## src/rtl/peak_dpu_pkg.sv

```systemverilog
// peak_dpu_pkg: shared load/store op codes, LSU state encoding and op-size helpers.
//    Op codes are shared with the load/store decoder.
package peak_dpu_pkg;
   localparam logic [2:0] LS_LB  = 3'd0;
   localparam logic [2:0] LS_LH  = 3'd1;
   localparam logic [2:0] LS_LW  = 3'd2;
   localparam logic [2:0] LS_LBU = 3'd3;
   localparam logic [2:0] LS_LHU = 3'd4;
   localparam logic [2:0] LS_SB  = 3'd5;
   localparam logic [2:0] LS_SH  = 3'd6;
   localparam logic [2:0] LS_SW  = 3'd7;
   typedef enum logic [1:0] {ST_IDLE, ST_REQ, ST_RSP, ST_EXC} state_t;
   // access size code: 0 = byte, 1 = half, 2 = word
   function automatic logic [1:0] ls_size(input logic [2:0] op);
      return (op == LS_LB || op == LS_LBU || op == LS_SB) ? 2'd0 :
             (op == LS_LH || op == LS_LHU || op == LS_SH) ? 2'd1 : 2'd2;
   endfunction
   function automatic logic ls_is_store(input logic [2:0] op);
      return op >= LS_SB;
   endfunction
   function automatic logic ls_misaligned(input logic [2:0] op, input logic [1:0] ofs);
      return (ls_size(op) == 2'd1) ? ofs[0] : (ls_size(op) == 2'd2) ? |ofs : 1'b0;
   endfunction
endpackage

```

## src/rtl/peak_dpu_lsu_align.sv

```systemverilog
// peak_dpu_lsu_align: combinational byte-lane steering for stores and extraction/extension for loads.
//    op         in  3  : load/store op code
//    ofs        in  2  : byte offset within word (EA[1:0])
//    wdata      in  32 : store data from register file
//    rdata      in  32 : raw word from memory
//    be         out 4  : byte enables
//    wdata_lane out 32 : store data replicated across lanes
//    rdata_ext  out 32 : extracted, sign/zero-extended load result
module peak_dpu_lsu_align
   import peak_dpu_pkg::*;
(
   input  logic [2:0]  op,
   input  logic [1:0]  ofs,
   input  logic [31:0] wdata,
   input  logic [31:0] rdata,
   output logic [3:0]  be,
   output logic [31:0] wdata_lane,
   output logic [31:0] rdata_ext
);
   logic [1:0]  sz;
   logic [31:0] rsh;
   always_comb begin
      sz         = ls_size(op);
      rsh        = rdata >> {ofs, 3'b000};
      be         = (sz == 2'd0) ? 4'b0001 << ofs : (sz == 2'd1) ? 4'b0011 << ofs : 4'b1111;
      wdata_lane = (sz == 2'd0) ? {4{wdata[7:0]}} : (sz == 2'd1) ? {2{wdata[15:0]}} : wdata;
      rdata_ext  = (op == LS_LB)  ? {{24{rsh[7]}}, rsh[7:0]}   :
                   (op == LS_LBU) ? {24'd0, rsh[7:0]}           :
                   (op == LS_LH)  ? {{16{rsh[15]}}, rsh[15:0]} :
                   (op == LS_LHU) ? {16'd0, rsh[15:0]}          : rdata;
   end
endmodule

```

## src/rtl/peak_dpu_lsu.sv

```systemverilog
// peak_dpu_lsu: load/store execution unit driving a single-port data-memory bus, one access outstanding.
//    clk, rst                           : clock, synchronous active-high reset
//    ls_vld/ls_rdy/ls_op/ls_base/ls_imm : decoded op handshake and operands
//    ls_wdata/ls_rd/ls_flush            : store data, load destination, pipeline flush
//    mem_req/we/addr/be/wdata           : registered bus request
//    mem_gnt/rvld/rdata                 : bus grant and read response
//    wb_vld/wb_rd/wb_data               : load writeback pulse
//    exc_vld/exc_store/exc_addr         : misaligned-access pulse
module peak_dpu_lsu
   import peak_dpu_pkg::*;
(
   input  logic        clk,
   input  logic        rst,
   input  logic        ls_vld,
   output logic        ls_rdy,
   input  logic [2:0]  ls_op,
   input  logic [31:0] ls_base,
   input  logic [31:0] ls_imm,
   input  logic [31:0] ls_wdata,
   input  logic [4:0]  ls_rd,
   input  logic        ls_flush,
   output logic        mem_req,
   output logic        mem_we,
   output logic [31:0] mem_addr,
   output logic [3:0]  mem_be,
   output logic [31:0] mem_wdata,
   input  logic        mem_gnt,
   input  logic        mem_rvld,
   input  logic [31:0] mem_rdata,
   output logic        wb_vld,
   output logic [4:0]  wb_rd,
   output logic [31:0] wb_data,
   output logic        exc_vld,
   output logic        exc_store,
   output logic [31:0] exc_addr
);
   state_t      state_q, state_d;
   logic [2:0]  op_q, op_d, al_op;
   logic [1:0]  ofs_q, ofs_d, al_ofs;
   logic [4:0]  rd_q, rd_d, wb_rd_q, wb_rd_d;
   logic        killed_q, killed_d;
   logic        mem_req_q, mem_req_d, mem_we_q, mem_we_d;
   logic [31:0] mem_addr_q, mem_addr_d, mem_wdata_q, mem_wdata_d;
   logic [3:0]  mem_be_q, mem_be_d, al_be;
   logic        wb_vld_q, wb_vld_d, exc_vld_q, exc_vld_d, exc_store_q, exc_store_d;
   logic [31:0] wb_data_q, wb_data_d, exc_addr_q, exc_addr_d;
   logic [31:0] ea, al_wdata, al_rdata;
   // one aligner serves both directions: live op in IDLE for steering, captured op in RSP for extraction
   assign ea     = ls_base + ls_imm;
   assign al_op  = (state_q == ST_IDLE) ? ls_op : op_q;
   assign al_ofs = (state_q == ST_IDLE) ? ea[1:0] : ofs_q;
   peak_dpu_lsu_align u_align (
      .op         (al_op),
      .ofs        (al_ofs),
      .wdata      (ls_wdata),
      .rdata      (mem_rdata),
      .be         (al_be),
      .wdata_lane (al_wdata),
      .rdata_ext  (al_rdata)
   );
   always_comb begin
      state_d     = state_q;
      op_d        = op_q;
      ofs_d       = ofs_q;
      rd_d        = rd_q;
      killed_d    = killed_q;
      mem_req_d   = 1'b0;
      mem_we_d    = 1'b0;
      mem_addr_d  = '0;
      mem_be_d    = '0;
      mem_wdata_d = '0;
      wb_vld_d    = 1'b0;
      wb_rd_d     = '0;
      wb_data_d   = '0;
      exc_vld_d   = 1'b0;
      exc_store_d = 1'b0;
      exc_addr_d  = '0;
      case (state_q)
         ST_IDLE: if (ls_vld && !ls_flush) begin
            op_d     = ls_op;
            ofs_d    = ea[1:0];
            rd_d     = ls_rd;
            killed_d = 1'b0;
            if (ls_misaligned(ls_op, ea[1:0])) begin
               state_d     = ST_EXC;
               exc_vld_d   = 1'b1;
               exc_store_d = ls_is_store(ls_op);
               exc_addr_d  = ea;
            end else begin
               state_d     = ST_REQ;
               mem_req_d   = 1'b1;
               mem_we_d    = ls_is_store(ls_op);
               mem_addr_d  = {ea[31:2], 2'b00};
               mem_be_d    = al_be;
               mem_wdata_d = al_wdata;
            end
         end
         ST_REQ: begin
            // a grant commits the access even if a flush arrives in the same cycle
            if (mem_gnt) begin
               state_d  = ls_is_store(op_q) ? ST_IDLE : ST_RSP;
               killed_d = ls_flush;
            end else if (ls_flush) begin
               state_d = ST_IDLE;
            end else begin
               mem_req_d   = 1'b1;
               mem_we_d    = mem_we_q;
               mem_addr_d  = mem_addr_q;
               mem_be_d    = mem_be_q;
               mem_wdata_d = mem_wdata_q;
            end
         end
         ST_RSP: begin
            killed_d = killed_q | ls_flush;
            if (mem_rvld) begin
               state_d   = ST_IDLE;
               wb_vld_d  = !(killed_q || ls_flush) && (rd_q != 5'd0);
               wb_rd_d   = rd_q;
               wb_data_d = al_rdata;
            end
         end
         default: state_d = ST_IDLE;
      endcase
   end
   always_ff @(posedge clk) begin
      if (rst) begin
         state_q     <= ST_IDLE;
         op_q        <= '0;
         ofs_q       <= '0;
         rd_q        <= '0;
         killed_q    <= 1'b0;
         mem_req_q   <= 1'b0;
         mem_we_q    <= 1'b0;
         mem_addr_q  <= '0;
         mem_be_q    <= '0;
         mem_wdata_q <= '0;
         wb_vld_q    <= 1'b0;
         wb_rd_q     <= '0;
         wb_data_q   <= '0;
         exc_vld_q   <= 1'b0;
         exc_store_q <= 1'b0;
         exc_addr_q  <= '0;
      end else begin
         state_q     <= state_d;
         op_q        <= op_d;
         ofs_q       <= ofs_d;
         rd_q        <= rd_d;
         killed_q    <= killed_d;
         mem_req_q   <= mem_req_d;
         mem_we_q    <= mem_we_d;
         mem_addr_q  <= mem_addr_d;
         mem_be_q    <= mem_be_d;
         mem_wdata_q <= mem_wdata_d;
         wb_vld_q    <= wb_vld_d;
         wb_rd_q     <= wb_rd_d;
         wb_data_q   <= wb_data_d;
         exc_vld_q   <= exc_vld_d;
         exc_store_q <= exc_store_d;
         exc_addr_q  <= exc_addr_d;
      end
   end
   assign ls_rdy    = (state_q == ST_IDLE);
   assign mem_req   = mem_req_q;
   assign mem_we    = mem_we_q;
   assign mem_addr  = mem_addr_q;
   assign mem_be    = mem_be_q;
   assign mem_wdata = mem_wdata_q;
   assign wb_vld    = wb_vld_q;
   assign wb_rd     = wb_rd_q;
   assign wb_data   = wb_data_q;
   assign exc_vld   = exc_vld_q;
   assign exc_store = exc_store_q;
   assign exc_addr  = exc_addr_q;
endmodule

```

## config.mk

```make
export PLATFORM = sky130hd
export DESIGN_NAME = peak_dpu_lsu
export DESIGN_NICKNAME = d
export VERILOG_FILES = /design/src/rtl/peak_dpu_pkg.sv /design/src/rtl/peak_dpu_lsu_align.sv /design/src/rtl/peak_dpu_lsu.sv
export SDC_FILE = /design/constraint.sdc
export NUM_CORES = 1
export LEC_CHECK = 0
export ABC_AREA = 1
export CAP_MARGIN = 0
export CORE_ASPECT_RATIO = 0.75
export CORE_MARGIN = 3
export CORE_UTILIZATION = 50
export DETAILED_ROUTE_END_ITERATION = 16
export HOLD_SLACK_MARGIN = 0.02
export PLACE_DENSITY = 0.87
export SLEW_MARGIN = 10
export SYNTH_ARGS = -nofsm -noshare
export SYNTH_HDL_FRONTEND = slang
export SYNTH_SLANG_ARGS = --single-unit
```

## constraint.sdc

```tcl
create_clock -name clk -period 4.09 [get_ports clk]
set_input_delay 0.818 -clock clk [delete_from_list [all_inputs] [get_ports clk]]
set_output_delay 0.818 -clock clk [all_outputs]
set_load 0.005 [all_outputs]
```

==> results.txt, run 1 <==
----------------------------------------------------
[Critical path]
  Worst stage delay on the critical path ... 0.46 ns
  CP Data Required Time ... 4.43 ns
  Cell class contributing the biggest share of worst-path delay ... buffers and inverters
  Critical path buffers and inverters ... 3
  Cell breakdown of the critical path ... clkdlybuf4s50_1 > ha_1 > fa_1 > inv_1 > a21oi_1 > o21ai_1 > nand2_1 > nor2_4 > buf_4 > nand3_1 > a21oi_1
  Critical Path AT ... 3.60 ns
  Critical path startpoint category ... input port
  Crit path kind ... input port to register
  Most common cell on crit path ... sky130_fd_sc_hd__a21oi_1
  Crit path max fanout ... 22
  Kind of end point of the critical path ... register
  CP max stage cell ... sky130_fd_sc_hd__clkdlybuf4s50_1

[Floorplanning]
  Starting density of the core ... 0.519
  Die Span X ... 156 um
  Die Y ... around 120 um
  Placeable Area ... 16300 um^2
  Standard-cell rows ... 40
  I/O Pins ... 285
  Die Outline Area ... roughly 18000 um^2

[STA]
  Tmin final ... around 3.3 ns
  Slew of the pin with the lowest slew margin ... ~0.80 ns
  Setup repair after global routing missed its margin ... no
  Period Utilization, post-route ... 0.797
  Relative slew margins ... 0.469
  Final Hold Vio Count ... 0
  Maximum achievable frequency ... about 310 MHz
  Post-route setup TNS ... 0 ns
  Final setup skew ... 0.0110 ns
  Final-report max-slew violation count ... 0
  Final setup vio count ... 0

[Synth]
  Number of flops mapped to enable cells by yosys ... 0
  Synth unique cells ... 40
  Cell types occupying the most area after synthesis ... sky130_fd_sc_hd__dfxtp_1 36%, sky130_fd_sc_hd__nand2_1 19%, sky130_fd_sc_hd__inv_1 7.6%
  Post-synthesis area per instance ... 6.49 um^2
  Cell area after synthesis ... ~8400 um^2
  Top FF cell, synth ... sky130_fd_sc_hd__dfxtp_1
  Register bit total from synthesis ... between 150 and 200
  Yosys top cell area share ... 0.363
  Ranking of synthesized cells by instance count ... 423 x sky130_fd_sc_hd__nand2_1, 171 x sky130_fd_sc_hd__inv_1, 153 x sky130_fd_sc_hd__dfxtp_1, 121 x sky130_fd_sc_hd__a21oi_1, 107 x sky130_fd_sc_hd__nor2_1
  Yosys warning total ... 0
  Number of standard cells after synthesis ... between 1000 and 1500
  Dominant cell type by area after synthesis ... sky130_fd_sc_hd__dfxtp_1
  Most instantiated library cell after synthesis ... sky130_fd_sc_hd__nand2_1
  Proportion of synthesized chip area in sequential cells ... 0.363
  Fraction of registers with async set or reset after synthesis ... 0

[GRT]
  Grt total ovfl ... 0
  Wire length of the first global-routing pass ... between 40000 and 50000 um
  Pin count of the biggest net entering global routing ... 70
  Global-route total usage across every layer ... 0.308
  Initial antenna violation count ... 0
  Number of global-route vias before repair ... 8694

[Drt]
  Iteration count of the initial detailed-routing pass ... 5
  Via count ... approximately 9600
  Number of vias per cell ... 5.35
  DRC violations left ... 0
  Length of routed wiring on met1 ... roughly 13000 um
  ANT nets after route ... 0
  Routed wire length ... roughly 30000 um
  WL met2 ... approximately 13000 um
  Highest routing layer actually used ... met4
  Initial detailed-routing violation count ... 952
  Average wire per cell in the routed design ... around 17 um
  Sum of met3 wire segment lengths after detailed routing ... about 3500 um

[Place]
  Routability cong. ... approximately 1.1
  Number of buffer cells added on primary ports ... approximately 280
  DP Wirelength ... about 23000 um

[Clock tree]
  Total setup buffers inserted after CTS ... 0
  Worst-case clock buffer depth ... 2
  TritonCTS clock tree ... built
  CTS H-tree lvls ... 4
  Clock Latency Late Sink ... 0.42 ns
  Clock transition at path regs ... roughly 0.070 ns
  Quantity of gates resized following cts ... 0
  Hold_buf cts ... 0
  CTS sink count ... ~150
  CTS buffer count ... 17
  Cell at the root of the clock tree ... sky130_fd_sc_hd__clkbuf_16

[Layout]
  Ant diodes ... 0
  Count of filler cells inserted in the layout ... ~1300
  Fraction of layout cells with a size suffix above 1 ... 0.0481
  Synthesis-to-finish area growth ... 41.9%
  Total Nets Final ... 1749

[Status]
  Run status ... finished, final reports clean

[Power and ir drop]
  PwrDens ... ~500 nW/um^2
  Power after layout ... slightly below 0.006 W
  Static leakage ... between 5 and 6 nW
  Worst-case vdd ir drop ... around 0.00044 V

[Min path]
  Type of the tightest min-delay check ... register to register

[Job]
  Total of max-cap violations ... 0

----------------------------------------------------
==> cells by family after synthesis <==
logic type      after synthesis  synth area share
simple gates                646             0.311
buf+inv                     229             0.109
compound gates              214             0.139
flops                       153             0.363
fa+ha+maj                    40            0.0602
xor+xnor                     17            0.0176
other cells                   1          0.000444
==> state kept, by name, summed over array words and instances, names as in the netlist <==
register,cells
wb_rd,5
mem_we,1
mem_addr,30
exc_vld,1
mem_be,4
rd_q,5
state_q,2
wb_data,32
mem_req,1
wb_vld,1
killed_q,1
exc_store,1
op_q,3
exc_addr,32
mem_wdata,32
ofs_q,2
==> tightest hold or removal path: stages, from the launching register on <==
cell,delay [ns]
sky130_fd_sc_hd__dfxtp_1,0.31
sky130_fd_sc_hd__inv_1,0.07
sky130_fd_sc_hd__nor2_1,0.04
==> power breakdown <==
part           internal [W]  switching (W)
registers           0.00160      0.0000527
logic              0.000934        0.00180
clock network      0.000902       0.000668
total               0.00344        0.00252
==> path summary, 6_finish.rpt <==
check,endpoint,startpoint,slack [ns],depth (start not counted)
setup / recovery,mem_addr[18],ls_base[0],0.83,11
hold reg to reg,wb_rd[4],rd_q[4],0.46,2
hold / removal,wb_rd[4],rd_q[4],0.46,2
setup reg to reg,mem_wdata[20],state_q[0],0.95,12
==> cell usage in the layout (no fill, tap or decap), types with 4 or more instances in the layout <==
cell type	n
sky130_fd_sc_hd__clkinv_2	4
sky130_fd_sc_hd__buf_4	14
sky130_fd_sc_hd__nand3_1	81
sky130_fd_sc_hd__o22ai_1	7
sky130_fd_sc_hd__clkdlybuf4s50_1	281
sky130_fd_sc_hd__nand2_1	423
sky130_fd_sc_hd__a31oi_1	6
sky130_fd_sc_hd__a21oi_1	121
sky130_fd_sc_hd__dfxtp_1	153
sky130_fd_sc_hd__nand3b_1	6
sky130_fd_sc_hd__xor2_1	15
sky130_fd_sc_hd__o211ai_1	10
sky130_fd_sc_hd__ha_1	39
sky130_fd_sc_hd__inv_1	171
sky130_fd_sc_hd__nand2_2	9
sky130_fd_sc_hd__o32ai_1	7
sky130_fd_sc_hd__o21ai_0	39
sky130_fd_sc_hd__o21ai_1	13
sky130_fd_sc_hd__clkbuf_16	17
sky130_fd_sc_hd__nor3_1	7
sky130_fd_sc_hd__inv_2	9
sky130_fd_sc_hd__nor2_1	106
==> through the flow <==
stage / area (um^2) / setup WS (ns) / std cells / hold WS, ns / util
after floorplan: 8450 / 1.44 / 1301 / 0.425 / -
after global placement: 11400 / 0.535 / 1758 / 0.446 / 0.701
after detailed placement: 11400 / 0.436 / 1758 / 0.447 / 0.701
after CTS: 12000 / 0.876 / 1790 / 0.458 / 0.736
after global routing: 12000 / 0.603 / 1790 / 0.473 / 0.736
final: 12000 / 0.828 / 1790 / 0.460 / 0.736
==> metal layers <==
layer	track usage	vias up
met5	0	-
met2	0.469	586
li1	-	4651
met1	0.426	4276
met4	0.0949	0
met3	0.0824	64
==> final cells by class <==
| type | count | area [um^2] | share of cell area |
|---|---|---|---|
| multi-input combinational | 919 | 4480 | 0.374 |
| sequential | 153 | 3060 | 0.256 |
| inverter | 180 | 676 | 0.0564 |
| clock buffer | 18 | 429 | 0.0358 |
| clock inverter | 14 | 148 | 0.0123 |
| timing repair buffer | 296 | 2920 | 0.244 |
| tap | 210 | 263 | 0.0219 |
No activity file was read; power rests on OpenSTA's default activity.
==> inputs of run 2 (changes only) <==
CORE_UTILIZATION = 46   (was 50)
PLACE_DENSITY = 0.81   (was 0.87)
clock period = 3.2 ns   (was 4.09 ns; I/O delays follow)
==> run 2 against run 1 <==
Against the previous run:
- clock power is 29% higher
- first-iteration DRC count is 19% higher
- setup slack worse by 0.46 ns
- sequential share of layout area is 0.27 points lower
- hold slack worse by 0.0073 ns
- cell count is 2.3% higher
- total power is 30% higher
- critical endpoint is now mem_wdata[21]
- largest cell class unchanged
- largest power group unchanged
- highest routed layer unchanged
==> results.txt, run 2 (synthesis results as in run 1) <==
----------------------------------------------------
[Critical path]
  Kind of end point of the critical path ... register
  Worst stage delay on the critical path ... between 0.5 and 0.6 ns
  Cell breakdown of the critical path ... inv_1 > ha_1 > nand2_1 > o21ai_1 > nand2_1 > nand2_1 > nand2_2 > nor2_2 > nand2_1 > nand2_1 > o21ai_1 > a21oi_1
  CP Data Required Time ... roughly 3.5 ns
  Critical path startpoint category ... register
  Critical Path AT ... around 3.2 ns
  Crit path max fanout ... 15
  Crit path kind ... register to register
  CP max stage cell ... sky130_fd_sc_hd__ha_1
  Most common cell on crit path ... sky130_fd_sc_hd__nand2_1

[STA]
  Setup repair after global routing missed its margin ... no
  Final Hold Vio Count ... 0
  Slew of the pin with the lowest slew margin ... between 0.7 and 0.8 ns
  Final setup skew ... 0.0108 ns
  Maximum achievable frequency ... ~350 MHz
  Period Utilization, post-route ... 0.885
  Tmin final ... 2.83 ns
  Post-route setup TNS ... 0 ns
  Final Hold Slack ... 0.453 ns
  Final setup vio count ... 0
  Relative slew margins ... 0.503
  Final-report max-slew violation count ... 0
  Least setup slack across all paths after layout ... 0.368 ns

[Layout]
  Count of filler cells inserted in the layout ... roughly 1600
  Synthesis-to-finish area growth ... 43.4%
  Total Nets Final ... around 1800
  Most frequent standard cell in the layout excluding fill and tap cells ... sky130_fd_sc_hd__nand2_1
  Highest-count cells in the layout ignoring fill and taps ... 423 x sky130_fd_sc_hd__nand2_1, 281 x sky130_fd_sc_hd__clkdlybuf4s50_1, 171 x sky130_fd_sc_hd__inv_1
  Ant diodes ... 0
  Cell area after layout ... around 12000 um^2
  Fraction of layout cells with a size suffix above 1 ... 0.0541

[Drt]
  Via count ... about 9500
  DRC violations left ... 0
  Number of vias per cell ... 5.21
  Initial detailed-routing violation count ... between 1000 and 1500
  Average wire per cell in the routed design ... between 15 and 20 um
  Iteration count of the initial detailed-routing pass ... 6
  ANT nets after route ... 0
  Routed wire length ... roughly 30000 um

[Floorplanning]
  Starting density of the core ... 0.474
  I/O Pins ... 285
  Die Span X ... ~160 um
  Placeable Area ... 17800 um^2
  Standard-cell rows ... 42
  Die Y ... 123 um
  Die Outline Area ... between 20000 and 25000 um^2

[Clock tree]
  CTS sink count ... 153
  Worst-case clock buffer depth ... 2
  Clock transition at path regs ... ~0.070 ns
  CTS H-tree lvls ... 4
  TritonCTS clock tree ... built
  Quantity of gates resized following cts ... 0
  Cell at the root of the clock tree ... sky130_fd_sc_hd__clkbuf_16
  Total setup buffers inserted after CTS ... 0
  Clock Latency Late Sink ... roughly 0.42 ns
  CTS buffer count ... 17
  Hold_buf cts ... 0

[GRT]
  Number of global-route vias before repair ... ~9000
  Pin count of the biggest net entering global routing ... 69
  Initial antenna violation count ... 0
  Grt total ovfl ... 0
  Wire length of the first global-routing pass ... around 47000 um
  Global-route total usage across every layer ... 0.299

[Power and ir drop]
  PwrDens ... 642 nW/um^2
  Worst-case vdd ir drop ... roughly 0.00040 V
  Static leakage ... between 5 and 6 nW

[Job]
  Total of max-cap violations ... 0

[Place]
  DP Wirelength ... between 20000 and 25000 um
  Routability cong. ... approximately 1.0
  Worst slack at placement ... 0.00567 ns
  Number of buffer cells added on primary ports ... between 200 and 300
  DP Area ... about 12000 um^2

[Min path]
  Type of the tightest min-delay check ... register to register

[Status]
  Run status ... finished, final reports clean

----------------------------------------------------
run 2: per-stage QoR:
stage | std cells | total power, W | utilization
global placement | 1799 | 0.00564 | 0.647
finish | 1831 | 0.00777 | 0.680
floorplan | 1301 | 0.00448 | -
detailed placement | 1799 | 0.00568 | 0.647
CTS | 1831 | 0.00770 | 0.680
global route | 1831 | 0.00826 | 0.680
run 2: area by class of cell:
class	count	area (um^2)	share of cell area
multi-input combinational	919	4480	0.370
sequential	153	3060	0.253
timing repair buffer	305	3000	0.248
inverter	180	676	0.0558
clock buffer	19	453	0.0374
tap	242	303	0.0250
clock inverter	13	131	0.0109
run 2: report_power, final:
group,switching (W),internal (W)
logic,0.00234,0.00130
clock network,0.000882,0.00114
registers,0.0000668,0.00205
total,0.00329,0.00448
run 2: path summary, 6_finish.rpt:
kind	startpoint	endpoint	slack, ns	depth (start not counted)
hold / removal	rd_q[2]	wb_rd[2]	0.45	2
hold reg to reg	rd_q[2]	wb_rd[2]	0.45	2
setup / recovery	state_q[1]	mem_wdata[21]	0.37	12
setup reg to reg	state_q[1]	mem_wdata[21]	0.37	12
run 2: worst max-delay path, delay by kind of cell (launching register included):
| family | cells | cell delay [ns] |
|---|---|---|
| compound gates | 3 | 0.51 |
| fa+ha+maj | 1 | 0.53 |
| buf+inv | 1 | 0.11 |
| flops | 1 | 0.33 |
| simple gates | 7 | 1.27 |
run 2: layer usage:
| layer | GRT usage | share of wire |
|---|---|---|
| met1 | 0.430 | 0.45 |
| met2 | 0.437 | 0.42 |
| met3 | 0.0877 | 0.11 |
| met4 | 0.0794 | 0.020 |
| met5 | 0 | 0 |
